<file path="src/rtl/mem_port_arbiter_pkg.sv">
// Shared types and helpers for the fetch / load-store memory port arbiter.
//   addr_t, data_t   : 32-bit address and data buses
//   byte_en_t        : 4-bit byte enables
//   arb_state_t      : arbiter FSM states (IDLE, ISSUE, RESP)
//   port_id_t        : requesting port identifier (PORT_IF, PORT_LS)
package mem_port_arbiter_pkg;

  typedef logic [31:0] addr_t;
  typedef logic [31:0] data_t;
  typedef logic [3:0]  byte_en_t;

  typedef enum logic [1:0] {
    IDLE,
    ISSUE,
    RESP
  } arb_state_t;

  typedef enum logic {
    PORT_IF = 1'b0,
    PORT_LS = 1'b1
  } port_id_t;

  localparam byte_en_t BE_FULL = 4'hF;

  // Memory is word-addressed; low two byte-address bits are dropped.
  function automatic addr_t word_align(input addr_t a);
    return {a[31:2], 2'b00};
  endfunction

  // Timeout counter width: enough to hold TIMEOUT_CYCLES, never below 1 bit.
  function automatic int unsigned cnt_width(input int unsigned t);
    return (t < 1) ? 1 : $clog2(t + 1);
  endfunction

endpackage

</file>
<file path="src/rtl/mem_port_arbiter_rr_arbiter2.sv">
// Combinational two-way grant for the memory port arbiter.
//   req_if, req_ls : request valids from fetch and load/store ports
//   last_owner     : port that owned the previous transaction
//   gnt_if, gnt_ls : one-hot grant (both low when nobody requests)
// PRIORITY_MODE=0 alternates on contention, PRIORITY_MODE=1 always favours LS.
module rr_arbiter2
  import mem_port_arbiter_pkg::*;
#(
  parameter int unsigned PRIORITY_MODE = 0
) (
  input  logic     req_if,
  input  logic     req_ls,
  input  port_id_t last_owner,
  output logic     gnt_if,
  output logic     gnt_ls
);

  always_comb begin
    gnt_ls = req_ls && (!req_if || (PRIORITY_MODE != 0) || (last_owner == PORT_IF));
    gnt_if = req_if && !gnt_ls;
  end

endmodule

</file>
<file path="src/rtl/mem_port_arbiter.sv">
// Shares one single-port memory between the fetch unit (read-only) and the
// load/store path. One transaction at a time: accept in IDLE, hold mem_req in
// ISSUE until mem_ack (or timeout), pulse the owner's response in RESP.
//   clk, reset            : clock, asynchronous active-low reset
//   if_req_* / if_rsp_*   : fetch request handshake and response
//   ls_req_* / ls_rsp_*   : load/store request handshake and response
//   mem_*                 : memory request (held until mem_ack) and read data
//   busy                  : arbiter not idle
//   owner                 : port of the current or most recent transaction
module mem_port_arbiter
  import mem_port_arbiter_pkg::*;
#(
  parameter int unsigned PRIORITY_MODE  = 0,
  parameter int unsigned TIMEOUT_CYCLES = 64
) (
  input  logic        clk,
  input  logic        reset,
  input  logic        if_req_valid,
  output logic        if_req_ready,
  input  logic [31:0] if_addr,
  output logic        if_rsp_valid,
  output logic [31:0] if_rdata,
  output logic        if_err,
  input  logic        ls_req_valid,
  output logic        ls_req_ready,
  input  logic        ls_we,
  input  logic [3:0]  ls_be,
  input  logic [31:0] ls_addr,
  input  logic [31:0] ls_wdata,
  output logic        ls_rsp_valid,
  output logic [31:0] ls_rdata,
  output logic        ls_err,
  output logic        mem_req,
  output logic        mem_we,
  output logic [3:0]  mem_be,
  output logic [31:0] mem_addr,
  output logic [31:0] mem_wdata,
  input  logic        mem_ack,
  input  logic [31:0] mem_rdata,
  output logic        busy,
  output logic        owner
);

  localparam int unsigned CNT_W    = cnt_width(TIMEOUT_CYCLES);
  localparam int unsigned LAST_CNT = (TIMEOUT_CYCLES == 0) ? 0 : TIMEOUT_CYCLES - 1;
  localparam logic [CNT_W-1:0] CNT_LAST = CNT_W'(LAST_CNT);
  localparam logic [CNT_W-1:0] CNT_MAX  = '1;

  arb_state_t       state_q,        state_d;
  logic [CNT_W-1:0] cnt_q,          cnt_d;
  port_id_t         owner_q,        owner_d;
  port_id_t         last_owner_q,   last_owner_d;
  logic             we_q,           we_d;
  byte_en_t         be_q,           be_d;
  addr_t            addr_q,         addr_d;
  data_t            wdata_q,        wdata_d;
  logic             mem_req_q,      mem_req_d;
  logic             if_rsp_valid_q, if_rsp_valid_d;
  logic             ls_rsp_valid_q, ls_rsp_valid_d;
  data_t            if_rdata_q,     if_rdata_d;
  data_t            ls_rdata_q,     ls_rdata_d;
  logic             if_err_q,       if_err_d;
  logic             ls_err_q,       ls_err_d;

  logic  gnt_if, gnt_ls;
  logic  idle;
  logic  timeout_hit;
  logic  finish;
  data_t rsp_data;
  logic  rsp_err;

  rr_arbiter2 #(
    .PRIORITY_MODE (PRIORITY_MODE)
  ) u_arb (
    .req_if     (if_req_valid),
    .req_ls     (ls_req_valid),
    .last_owner (last_owner_q),
    .gnt_if     (gnt_if),
    .gnt_ls     (gnt_ls)
  );

  assign idle         = (state_q == IDLE);
  assign if_req_ready = idle && gnt_if;
  assign ls_req_ready = idle && gnt_ls;
  assign timeout_hit  = (TIMEOUT_CYCLES != 0) && (cnt_q == CNT_LAST);

  always_comb begin
    state_d        = state_q;
    cnt_d          = cnt_q;
    owner_d        = owner_q;
    last_owner_d   = last_owner_q;
    we_d           = we_q;
    be_d           = be_q;
    addr_d         = addr_q;
    wdata_d        = wdata_q;
    mem_req_d      = mem_req_q;
    if_rsp_valid_d = 1'b0;
    ls_rsp_valid_d = 1'b0;
    if_rdata_d     = if_rdata_q;
    ls_rdata_d     = ls_rdata_q;
    if_err_d       = if_err_q;
    ls_err_d       = ls_err_q;
    finish         = 1'b0;
    rsp_data       = '0;
    rsp_err        = 1'b0;

    case (state_q)
      IDLE: begin
        if (gnt_if || gnt_ls) begin
          owner_d      = gnt_ls ? PORT_LS : PORT_IF;
          last_owner_d = gnt_ls ? PORT_LS : PORT_IF;
          we_d         = gnt_ls ? ls_we : 1'b0;
          be_d         = gnt_ls ? ls_be : BE_FULL;
          addr_d       = word_align(gnt_ls ? ls_addr : if_addr);
          wdata_d      = gnt_ls ? ls_wdata : '0;
          cnt_d        = '0;
          mem_req_d    = 1'b1;
          state_d      = ISSUE;
        end
      end
      ISSUE: begin
        if (mem_ack) begin
          // An ack landing on the timeout cycle still completes normally.
          finish   = 1'b1;
          rsp_data = we_q ? '0 : mem_rdata;
          rsp_err  = 1'b0;
        end else begin
          if (timeout_hit) begin
            finish   = 1'b1;
            rsp_data = '0;
            rsp_err  = 1'b1;
          end
          if (cnt_q != CNT_MAX) begin
            cnt_d = cnt_q + 1'b1;
          end
        end
        if (finish) begin
          mem_req_d = 1'b0;
          state_d   = RESP;
          if (owner_q == PORT_LS) begin
            ls_rsp_valid_d = 1'b1;
            ls_rdata_d     = rsp_data;
            ls_err_d       = rsp_err;
          end else begin
            if_rsp_valid_d = 1'b1;
            if_rdata_d     = rsp_data;
            if_err_d       = rsp_err;
          end
        end
      end
      RESP: begin
        state_d = IDLE;
      end
      default: begin
        state_d   = IDLE;
        mem_req_d = 1'b0;
      end
    endcase
  end

  always_ff @(posedge clk or negedge reset) begin
    if (!reset) begin
      state_q        <= IDLE;
      cnt_q          <= '0;
      owner_q        <= PORT_IF;
      last_owner_q   <= PORT_LS;
      we_q           <= 1'b0;
      be_q           <= '0;
      addr_q         <= '0;
      wdata_q        <= '0;
      mem_req_q      <= 1'b0;
      if_rsp_valid_q <= 1'b0;
      ls_rsp_valid_q <= 1'b0;
      if_rdata_q     <= '0;
      ls_rdata_q     <= '0;
      if_err_q       <= 1'b0;
      ls_err_q       <= 1'b0;
    end else begin
      state_q        <= state_d;
      cnt_q          <= cnt_d;
      owner_q        <= owner_d;
      last_owner_q   <= last_owner_d;
      we_q           <= we_d;
      be_q           <= be_d;
      addr_q         <= addr_d;
      wdata_q        <= wdata_d;
      mem_req_q      <= mem_req_d;
      if_rsp_valid_q <= if_rsp_valid_d;
      ls_rsp_valid_q <= ls_rsp_valid_d;
      if_rdata_q     <= if_rdata_d;
      ls_rdata_q     <= ls_rdata_d;
      if_err_q       <= if_err_d;
      ls_err_q       <= ls_err_d;
    end
  end

  assign mem_req      = mem_req_q;
  assign mem_we       = we_q;
  assign mem_be       = be_q;
  assign mem_addr     = addr_q;
  assign mem_wdata    = wdata_q;
  assign if_rsp_valid = if_rsp_valid_q;
  assign ls_rsp_valid = ls_rsp_valid_q;
  assign if_rdata     = if_rdata_q;
  assign ls_rdata     = ls_rdata_q;
  assign if_err       = if_err_q;
  assign ls_err       = ls_err_q;
  assign busy         = !idle;
  assign owner        = owner_q;

endmodule

</file>
<file path="config.mk">
export PLATFORM = sky130hd
export DESIGN_NAME = mem_port_arbiter
export DESIGN_NICKNAME = d
export VERILOG_FILES = /design/src/rtl/mem_port_arbiter_pkg.sv /design/src/rtl/mem_port_arbiter_rr_arbiter2.sv /design/src/rtl/mem_port_arbiter.sv
export SDC_FILE = /design/constraint.sdc
export NUM_CORES = 1
export LEC_CHECK = 0
export ABC_AREA = 0
export BUFFER_PORTS_ARGS = -buffer_cell sky130_fd_sc_hd__buf_2
export CORE_AREA = 2 2 112 114
export DETAILED_ROUTE_END_ITERATION = 7
export DIE_AREA = 0 0 114 116
export GPL_ROUTABILITY_DRIVEN = 1
export GPL_TIMING_DRIVEN = 0
export PLACE_DENSITY = 0.84
export SLEW_MARGIN = 40
export SYNTH_ARGS = -nofsm -noshare
export SYNTH_HDL_FRONTEND = slang
export SYNTH_SLANG_ARGS = --single-unit
</file>
<file path="constraint.sdc">
create_clock -name clk -period 3.2 [get_ports clk]
set_input_delay 0.64 -clock clk [delete_from_list [all_inputs] [get_ports clk]]
set_output_delay 0.64 -clock clk [all_outputs]
set_load 0.02 [all_outputs]
</file>
==> results.sh, run 1 <==
export IMPL_cts_hold_buf=0
export IMPL_nFillCells=931
export IMPL_setup_viol=0
export IMPL_cts_setup_buffers=0
export IMPL_ant_nets=0
export IMPL_period_share_pct=83.77
export IMPL_numCtsBuffers=17
export IMPL_busiest_layer="met2"
export IMPL_fin_crit_ps=2681
export IMPL_hold_ws_ps=184.2
export IMPL_seq_area_frac_synth_pct=62.79
export IMPL_crit_type="reg -> out"
export IMPL_clock_sinks=147
export IMPL_drt_pass1_iterations=5
export IMPL_maxCapViolCount=0
export IMPL_peakVddDrop_uv=549.1
export IMPL_grt_setup_unrepaired="no"
export IMPL_vias=5092
export IMPL_drtIter0Drc=438
export IMPL_critPathMaxFanout=10
export IMPL_post_drt_wl_per_cell_um=18.47
export IMPL_regToRegEndpoint="if_rdata[7]$_DFFE_PN0P_"
export IMPL_layout_commonest_cell="buf_2"
export IMPL_status="finished, final reports clean"
export IMPL_io_pins=280
export IMPL_routed_wl_um=16620
export IMPL_ys_async_sr_fraction_pct=100.0
export IMPL_tightest_slew_ps=698.1
export IMPL_grt_use_met3_pct=7.427
export IMPL_cp_data_arrival_time_ps=2040
export IMPL_antenna_found_initial=1
export IMPL_slew_headroom_pct=53.10
export IMPL_grt_max_degree=78
export IMPL_die_y_um=116
export IMPL_portBuffers=273
export IMPL_area_delta_synth_final_pct=36.25
export IMPL_rrSetupSlack_ps=1330
export IMPL_synth_edff_count=0
export IMPL_final_nets=881
export IMPL_syn_inst=448
export IMPL_cp_required_ps=2560
export IMPL_hpwl_um=12240
export IMPL_cts_tree="done"
export IMPL_synth_area_um2=5861
export IMPL_hold_path_class="in -> async"
export IMPL_critPathCaptureType="output port"
export IMPL_rr_startpoint="cnt_q[0]$_DFFE_PN0P_"
export IMPL_drc_errors=0
export IMPL_p_per_area_nw_per_um2=1087
export IMPL_clock_skew_ps=6.464
export IMPL_dieWidth_um=114
export IMPL_ctsResizeCount=0
export IMPL_drive_gt1_share_pct=45.02
export IMPL_multi_input_area_um2=1942
export IMPL_startpoint_type="flip-flop"
export IMPL_setup_ws_ps=519.4
export IMPL_grt_pass1_vias=5106
export IMPL_pre_cts_ws_ps=628.6
export IMPL_grt_ovfl_total=0
export IMPL_cts_root_buf="clkbuf_16"
export IMPL_coreArea_um2=11910
export IMPL_ys_seq_elements=147
export IMPL_rows=40
export IMPL_cts_root_to_sink_buffers=2
export IMPL_drv_slew=0
export IMPL_yosys_warnings=0
export IMPL_cts_htree_levels=4
export IMPL_p_leak_nw=4.201
export IMPL_avgSynthCellArea_um2=13.08
export IMPL_max_freq_mhz=373.0
export IMPL_clk_insertion_delay_late_ps=410
export IMPL_gp_congestion=0.8225
export IMPL_globalRouteMet1Util_pct=28.98
export IMPL_grt_use_met2_pct=44.88
export IMPL_p_total_w=0.008678
export IMPL_grt_pass1_wl_um=25820
export IMPL_num_antenna_cells=0
export IMPL_hold_violations=0
export IMPL_routed_via_density=5.658
export IMPL_ys_flop_type="dfrtp_1"
export IMPL_clkTransAtPathRegs_ps=60
export IMPL_regArea_um2=3680
export IMPL_grtUsageTotal_pct=25.25
export IMPL_r2r_cells=6
export IMPL_final_cell_mix="buf_2 (292), dfrtp_1 (146), a32o_1 (64)"
export IMPL_dieArea_um2=13220
export IMPL_synth_distinct_cells=41
export IMPL_start_util_pct=49.20
-- worst max path at each step --
stage	startpoint	end	slack, ps	cells past startpoint
2_1_floorplan	ls_req_valid	ls_req_ready	1210	4
3_3_place_gp	reset	mem_addr[21]$_DFFE_PN0P_	-430	1
3_5_place_dp	ls_req_valid	ls_req_ready	630	6
4_1_cts	state_q[0]$_DFFE_PN0P_	ls_req_ready	490	6
5_1_grt	state_q[0]$_DFFE_PN0P_	ls_req_ready	350	6
6_report	state_q[0]$_DFFE_PN0P_	ls_req_ready	520	6
-- cell usage after synthesis (2+ instances only) --
cell type | n | area share, %
nor2_1 | 8 | 0.51
buf_6 | 6 | 1.2
a22o_1 | 33 | 4.9
nand2b_1 | 2 | 0.21
a2bb2oi_1 | 2 | 0.30
a21oi_1 | 2 | 0.17
inv_1 | 5 | 0.32
o21ai_0 | 37 | 3.2
mux2i_1 | 30 | 5.1
a32o_1 | 64 | 11
nand3_1 | 5 | 0.43
buf_2 | 20 | 1.7
clkbuf_1 | 10 | 0.64
nand2_4 | 2 | 0.38
nor4_1 | 2 | 0.21
nand2_1 | 43 | 2.8
buf_4 | 2 | 0.26
dfrtp_1 | 146 | 62
o22a_1 | 5 | 0.75
a31oi_1 | 3 | 0.32
-- worst max-delay path, cell delays in order, from the launching register on --
cell and delay (ps):
dfrtp_1 360, buf_2 170, nor2_2 220, nand2_1 230, inv_2 180, buf_2 250
buf_2 210
-- per-layer routing --
layer	vias to the layer above	wire, µm
met3	25	1147
met2	234	8774
met4	2	280
li1	2296	-
met5	-	13
met1	2535	6405
-- power breakdown --
group	leakage [nW]	internal (W)	switching [W]
sequential	1.86	0.00266	0.000478
clock	0.264	0.00113	0.000709
combinational	2.07	0.00136	0.00233
-- flip-flops by register name, indices dropped and copies added (netlist names) --
register / cells
last_owner_q: 1
state_q: 2
ls_err: 1
mem_req: 1
mem_wdata: 32
cnt_q: 7
mem_addr: 30
owner: 1
if_err: 1
mem_we: 1
if_rsp_valid: 1
ls_rdata: 32
ls_rsp_valid: 1
if_rdata: 32
mem_be: 4
-- area by class of cell --
type / instances / area share (%)
tap: 147 / 2.303
timing repair buffer: 274 / 17.58
multi-input combinational: 258 / 24.32
inverter: 6 / 0.2820
clock buffer: 23 / 5.610
sequential: 147 / 46.08
buffer: 38 / 2.758
clock inverter: 7 / 1.065
-- kinds of logic after synthesis --
group | synth area share, %
DFF | 62.79
other | 0.06399
muxes | 5.124
adders and majority gates | 0.2135
buffers and inverters | 4.142
AOI/OAI and AO/OA | 21.86
and+or+nand+nor | 5.807
-- through the flow --
stage / cells / utilization [%] / TNS, ps / area [µm²]
floorplan: 449 / - / 0 / 5864
global placement: 869 / 62.25 / -60120 / 7415
detailed placement: 870 / 62.56 / 0 / 7452
CTS: 900 / 67.04 / 0 / 7985
global route: 900 / 67.04 / 0 / 7985
finish: 900 / 67.04 / 0 / 7985
Power figures use the tool's default switching activity.
==> run 2: changes to the inputs <==
--- a/config.mk
+++ b/config.mk
@@ -7,12 +7,12 @@
 export LEC_CHECK = 0
 export ABC_AREA = 0
 export BUFFER_PORTS_ARGS = -buffer_cell sky130_fd_sc_hd__buf_2
-export CORE_AREA = 2 2 112 114
+export CORE_AREA = 2 2 116 118
 export DETAILED_ROUTE_END_ITERATION = 7
-export DIE_AREA = 0 0 114 116
+export DIE_AREA = 0 0 118 120
 export GPL_ROUTABILITY_DRIVEN = 1
 export GPL_TIMING_DRIVEN = 0
-export PLACE_DENSITY = 0.84
+export PLACE_DENSITY = 0.79
 export SLEW_MARGIN = 40
 export SYNTH_ARGS = -nofsm -noshare
 export SYNTH_HDL_FRONTEND = slang
==> constraint.sdc (replaced) <==
create_clock -name clk -period 2.5 [get_ports clk]
set_input_delay 0.5 -clock clk [delete_from_list [all_inputs] [get_ports clk]]
set_output_delay 0.5 -clock clk [all_outputs]
set_load 0.02 [all_outputs]
==> run 2 against run 1 <==
Core utilization is 4.5 points lower; clock power is 38% higher; clock skew is 5.6 ps higher; count of clock-buffer cells in the layout is 3 lower; setup slack worse by 280 ps; flip-flop and latch count stayed put; critical path type unchanged; register-to-register slack worse by 680 ps; sequential power is 28% higher.
==> results.sh, run 2 (same netlist as run 1, synthesis figures left out) <==
export IMPL_vias=5059
export IMPL_area_delta_synth_final_pct=38.47
export IMPL_cts_htree_levels=4
export IMPL_rrSetupSlack_ps=650
export IMPL_cpPeakStageDelay_ps=350
export IMPL_rows=42
export IMPL_hp_start="ls_wdata[6]"
export IMPL_drt_pass1_iterations=5
export IMPL_cts_root_buf="clkbuf_16"
export IMPL_antenna_found_initial=0
export IMPL_tightest_slew_ps=688.7
export IMPL_clk_insertion_delay_late_ps=420
export IMPL_clock_skew_ps=12.05
export IMPL_die_y_um=120
export IMPL_hold_path_class="in -> reg"
export IMPL_dieWidth_um=118
export IMPL_critPathCaptureType="output port"
export IMPL_crit_type="reg -> out"
export IMPL_crit_chain="buf_2 > nor2_4 > nand2_2 > inv_2 > buf_2"
export IMPL_r2r_cells=6
export IMPL_cts_tree="done"
export IMPL_ant_nets=0
export IMPL_cp_required_ps=2000
export IMPL_clock_sinks=147
export IMPL_grt_pass1_wl_um=26180
export IMPL_post_drt_wl_per_cell_um=17.52
export IMPL_drtIter0Drc=395
export IMPL_routed_via_density=5.446
export IMPL_cp_data_arrival_time_ps=1760
export IMPL_final_cell_mix="buf_2 (291), dfrtp_1 (146), a32o_1 (64)"
export IMPL_p_per_area_nw_per_um2=1387
export IMPL_slew_headroom_pct=53.74
export IMPL_num_antenna_cells=0
export IMPL_p_total_w=0.01126
export IMPL_io_pins=280
export IMPL_coreArea_um2=12980
export IMPL_fin_crit_ps=2259
export IMPL_max_freq_mhz=442.7
export IMPL_hold_violations=0
export IMPL_routed_wl_um=16280
export IMPL_drv_slew=0
export IMPL_worst_hold_path_endpoint="mem_wdata[6]$_DFFE_PN0P_"
export IMPL_clkTransAtPathRegs_ps=60
export IMPL_regToRegEndpoint="ls_rdata[12]$_DFFE_PN0P_"
export IMPL_dieArea_um2=14160
export IMPL_setup_viol=0
export IMPL_cp_common_cell="buf_2"
export IMPL_numCtsBuffers=17
export IMPL_rr_startpoint="cnt_q[0]$_DFFE_PN0P_"
export IMPL_grtUsageTotal_pct=23.47
export IMPL_crit_start="state_q[0]$_DFFE_PN0P_"
export IMPL_start_util_pct=45.15
export IMPL_grt_max_degree=70
export IMPL_hpwl_um=12180
export IMPL_peakVddDrop_uv=772.3
export IMPL_grt_ovfl_total=0
export IMPL_grt_setup_unrepaired="no"
export IMPL_final_nets=882
export IMPL_startpoint_type="flip-flop"
export IMPL_period_share_pct=90.36
export IMPL_critical_path_top_delay_family="buffers and inverters"
export IMPL_placed_cells=900
export IMPL_drive_gt1_share_pct=45.68
export IMPL_critPathMaxFanout=16
export IMPL_layout_commonest_cell="buf_2"
export IMPL_maxCapViolCount=0
export IMPL_drc_errors=0
export IMPL_path_buf_inv=3
export IMPL_portBuffers=273
export IMPL_gp_congestion=0.8067
export IMPL_hold_ws_ps=303.6
export IMPL_crit_slowest_cell="dfrtp_1"
export IMPL_holdPathStages=2
export IMPL_cts_root_to_sink_buffers=2
export IMPL_grt_pass1_vias=5113
export IMPL_p_leak_nw=4.239
export IMPL_stdcell_count=929
export IMPL_status="finished, final reports clean"
## run 2: layout make-up
type | instances | area, µm²
Fill cell | 1072 | 4865
Sequential cell | 147 | 3680
Multi-Input combinational cell | 258 | 1949
Timing Repair Buffer | 276 | 1441
Clock buffer | 20 | 456.7
Tap cell | 176 | 220.2
Buffer | 37 | 215.2
Clock inverter | 9 | 130.1
Inverter | 6 | 22.52
## run 2: report_power, final
part	switching (W)	internal (W)
Sequential	0.000620	0.00341
Combinational	0.00296	0.00175
Clock	0.000920	0.00160
## run 2: layer usage
| metal | vias to the layer above | GRT usage [%] | wire length, µm |
|---|---|---|---|
| li1 | 2299 | - | - |
| met1 | 2499 | 28.32 | 6449 |
| met2 | 235 | 40.48 | 8338 |
| met3 | 26 | 5.894 | 1158 |
| met4 | 0 | 9.337 | 331 |
| met5 | - | 0 | 0 |
## run 2: through the flow
stage	TNS (ps)	cell area (µm²)	util (%)	worst slack (ps)
2_1_floorplan	0	5864	-	789.3
5_1_grt	0	8115	62.52	95.01
3_5_place_dp	0	7516	57.90	227.1
4_1_cts	0	8115	62.52	43.33
6_report	0	8115	62.52	240.9
3_3_place_gp	-140550	7451	57.40	-975.8
## run 2: worst reg2reg max path, delay by kind of cell, from the launching register on
kind,cells,cell delay [ps]
buf+inv,1,180
compound gates,2,620
flops,1,400
fa+ha+maj,1,270
simple gates,2,260
## run 2: timing repair
item / 4_1_cts / 5_1_grt
gates resized for setup: 1 / 1
setup buffers: 0 / 0
endpoints found under the hold margin: 20 / 0
hold buffers: 1 / 0
setup endpoints to repair: 1 / 1
## run 2: how the worst max path moves through the flow
stage                     depth (start not counted)  slack [ps]                   endpoint
after floorplan                                   4         790               ls_req_ready
after global placement                            1        -980  mem_wdata[19]$_DFFE_PN0P_
after detailed placement                          6         230               ls_req_ready
after CTS                                         6          40               ls_req_ready
after global routing                              5         100               ls_req_ready
final                                             5         240               ls_req_ready
==> run 3: changes to the inputs <==
--- a/config.mk
+++ b/config.mk
@@ -13,6 +13,7 @@
 export GPL_ROUTABILITY_DRIVEN = 1
 export GPL_TIMING_DRIVEN = 0
 export PLACE_DENSITY = 0.79
+export RECOVER_POWER = 25
 export SLEW_MARGIN = 40
 export SYNTH_ARGS = -nofsm -noshare
 export SYNTH_HDL_FRONTEND = slang
==> run 3 against run 2 <==
Clock power about the same; global-route usage did not move; sequential power hardly changed; final cell count is the same; count of clock-buffer cells in the layout did not move; flip-flop and latch count unchanged; critical endpoint unchanged; die area stayed put; via count shrank 0.51%; sequential share of layout area increased by 0.063 points.
==> results.sh, run 3 (same netlist as run 1, synthesis figures left out) <==
export IMPL_routed_via_density=5.418
export IMPL_grtUsageTotal_pct=23.47
export IMPL_post_drt_wl_per_cell_um=17.54
export IMPL_grt_setup_unrepaired="no"
export IMPL_drtIter0Drc=388
export IMPL_setup_viol=0
export IMPL_cpPeakStageDelay_ps=350
export IMPL_dieArea_um2=14160
export IMPL_start_util_pct=45.15
export IMPL_die_y_um=120
export IMPL_clk_insertion_delay_late_ps=420
export IMPL_portBuffers=273
export IMPL_p_leak_nw=4.232
export IMPL_clock_skew_ps=11.04
export IMPL_cts_tree="done"
export IMPL_path_buf_inv=3
export IMPL_cts_htree_levels=4
export IMPL_hpwl_um=12180
export IMPL_clkTransAtPathRegs_ps=60
export IMPL_slew_headroom_pct=3.437
export IMPL_coreArea_um2=12980
export IMPL_grt_pass1_vias=5113
export IMPL_nFillCells=1074
export IMPL_peakVddDrop_uv=771.6
export IMPL_io_pins=280
export IMPL_critical_path_top_delay_family="buffers and inverters"
export IMPL_maxCapViolCount=0
export IMPL_crit_chain="buf_2 > nor2_4 > nand2_2 > inv_2 > buf_2"
export IMPL_critPathMaxFanout=16
export IMPL_hold_path_class="in -> reg"
export IMPL_dieWidth_um=118
export IMPL_crit_type="reg -> out"
export IMPL_vias=5033
export IMPL_num_antenna_cells=0
export IMPL_antenna_found_initial=0
export IMPL_hold_violations=0
export IMPL_status="finished, final reports clean"
export IMPL_drt_pass1_iterations=4
export IMPL_routed_wl_um=16290
export IMPL_layout_commonest_cell="buf_2"
export IMPL_grt_max_degree=70
export IMPL_p_total_w=0.01126
export IMPL_gp_congestion=0.8067
export IMPL_cts_root_buf="clkbuf_16"
export IMPL_final_cell_mix="buf_2 (291), dfrtp_1 (146), a32o_1 (64)"
export IMPL_crit_slowest_cell="dfrtp_1"
export IMPL_ant_nets=0
export IMPL_p_per_area_nw_per_um2=1390
export IMPL_final_nets=882
export IMPL_clock_sinks=147
export IMPL_fin_util_pct=62.43
export IMPL_critPathCaptureType="output port"
export IMPL_fin_crit_ps=2259
export IMPL_cp_required_ps=2000
export IMPL_rows=42
export IMPL_cp_data_arrival_time_ps=1760
export IMPL_tightest_slew_ps=1448
export IMPL_drc_errors=0
export IMPL_cp_common_cell="buf_2"
export IMPL_area_delta_synth_final_pct=38.28
export IMPL_max_freq_mhz=442.6
export IMPL_drive_gt1_share_pct=45.55
export IMPL_period_share_pct=90.38
export IMPL_numCtsBuffers=17
export IMPL_startpoint_type="flip-flop"
export IMPL_cts_root_to_sink_buffers=2
export IMPL_hold_ws_ps=300.0
export IMPL_drv_slew=0
export IMPL_grt_ovfl_total=0
export IMPL_grt_pass1_wl_um=26180
==> run 3: timing repair <==
| item | CTS | global route |
|---|---|---|
| buffers inserted | 0 | 0 |
| hold buffers | 1 | 0 |
| endpoints found under the hold margin | 20 | 0 |
| endpoints found under the setup margin | 1 | 1 |
| gates resized for setup | 1 | 1 |
==> run 3: final cells by class <==
| cell class | count | area [µm²] | area share (%) |
|---|---|---|---|
| Sequential cell | 147 | 3680 | 45.41 |
| Multi-Input combinational cell | 258 | 1949 | 24.05 |
| Timing Repair Buffer | 276 | 1430 | 17.65 |
| Clock buffer | 20 | 456.7 | 5.635 |
| Tap cell | 176 | 220.2 | 2.717 |
| Buffer | 37 | 215.2 | 2.656 |
| Clock inverter | 9 | 130.1 | 1.606 |
| Inverter | 6 | 22.52 | 0.2779 |
==> run 3: path summary, 6_finish.rpt <==
path | cells past startpoint | slack, ps | start | endpoint
worst max-delay path | 5 | 240 | state_q[0]$_DFFE_PN0P_ | ls_req_ready
worst min-delay path | 2 | 300 | ls_wdata[16] | mem_wdata[16]$_DFFE_PN0P_
worst max register to register | 6 | 660 | cnt_q[0]$_DFFE_PN0P_ | ls_rdata[8]$_DFFE_PN0P_
worst min register to register | 2 | 480 | mem_addr[11]$_DFFE_PN0P_ | mem_addr[11]$_DFFE_PN0P_
max in group asynchronous | 3 | 550 | reset | ls_rdata[10]$_DFFE_PN0P_
min in group asynchronous | 2 | 980 | reset | if_rdata[19]$_DFFE_PN0P_
==> run 3: routing by layer <==
layer	global-route usage, %	vias to the layer above	wire length [µm]
li1	-	2302	-
met4	9.337	0	331
met3	5.894	26	1147
met5	0	-	0
met1	28.32	2476	6449
met2	40.48	229	8364
==> run 3: report_power, final <==
| group | leakage (nW) | internal [W] | switching [W] |
|---|---|---|---|
| registers | 1.86 | 0.00341 | 0.000620 |
| clock network | 0.288 | 0.00161 | 0.000924 |
| logic | 2.08 | 0.00175 | 0.00296 |
| total | 4.23 | 0.00676 | 0.00450 |
==> run 3: through the flow <==
stage               cells  TNS [ps]  setup WS, ps  cell area (µm²)
finish                929         0         240.6             8104
global route          929         0         95.01             8104
CTS                   930         0         43.33             8115
detailed placement    900         0         227.1             7516
global placement      898   -140550        -975.8             7451
floorplan             449         0         789.3             5864
==> run 3: worst register-to-register path: stages, from the launching register on <==
cell and delay [ps]:
dfrtp_1 400, ha_1 270, nand2_2 110, o31ai_4 410, nand2_4 150, buf_6 180, a32o_1 210
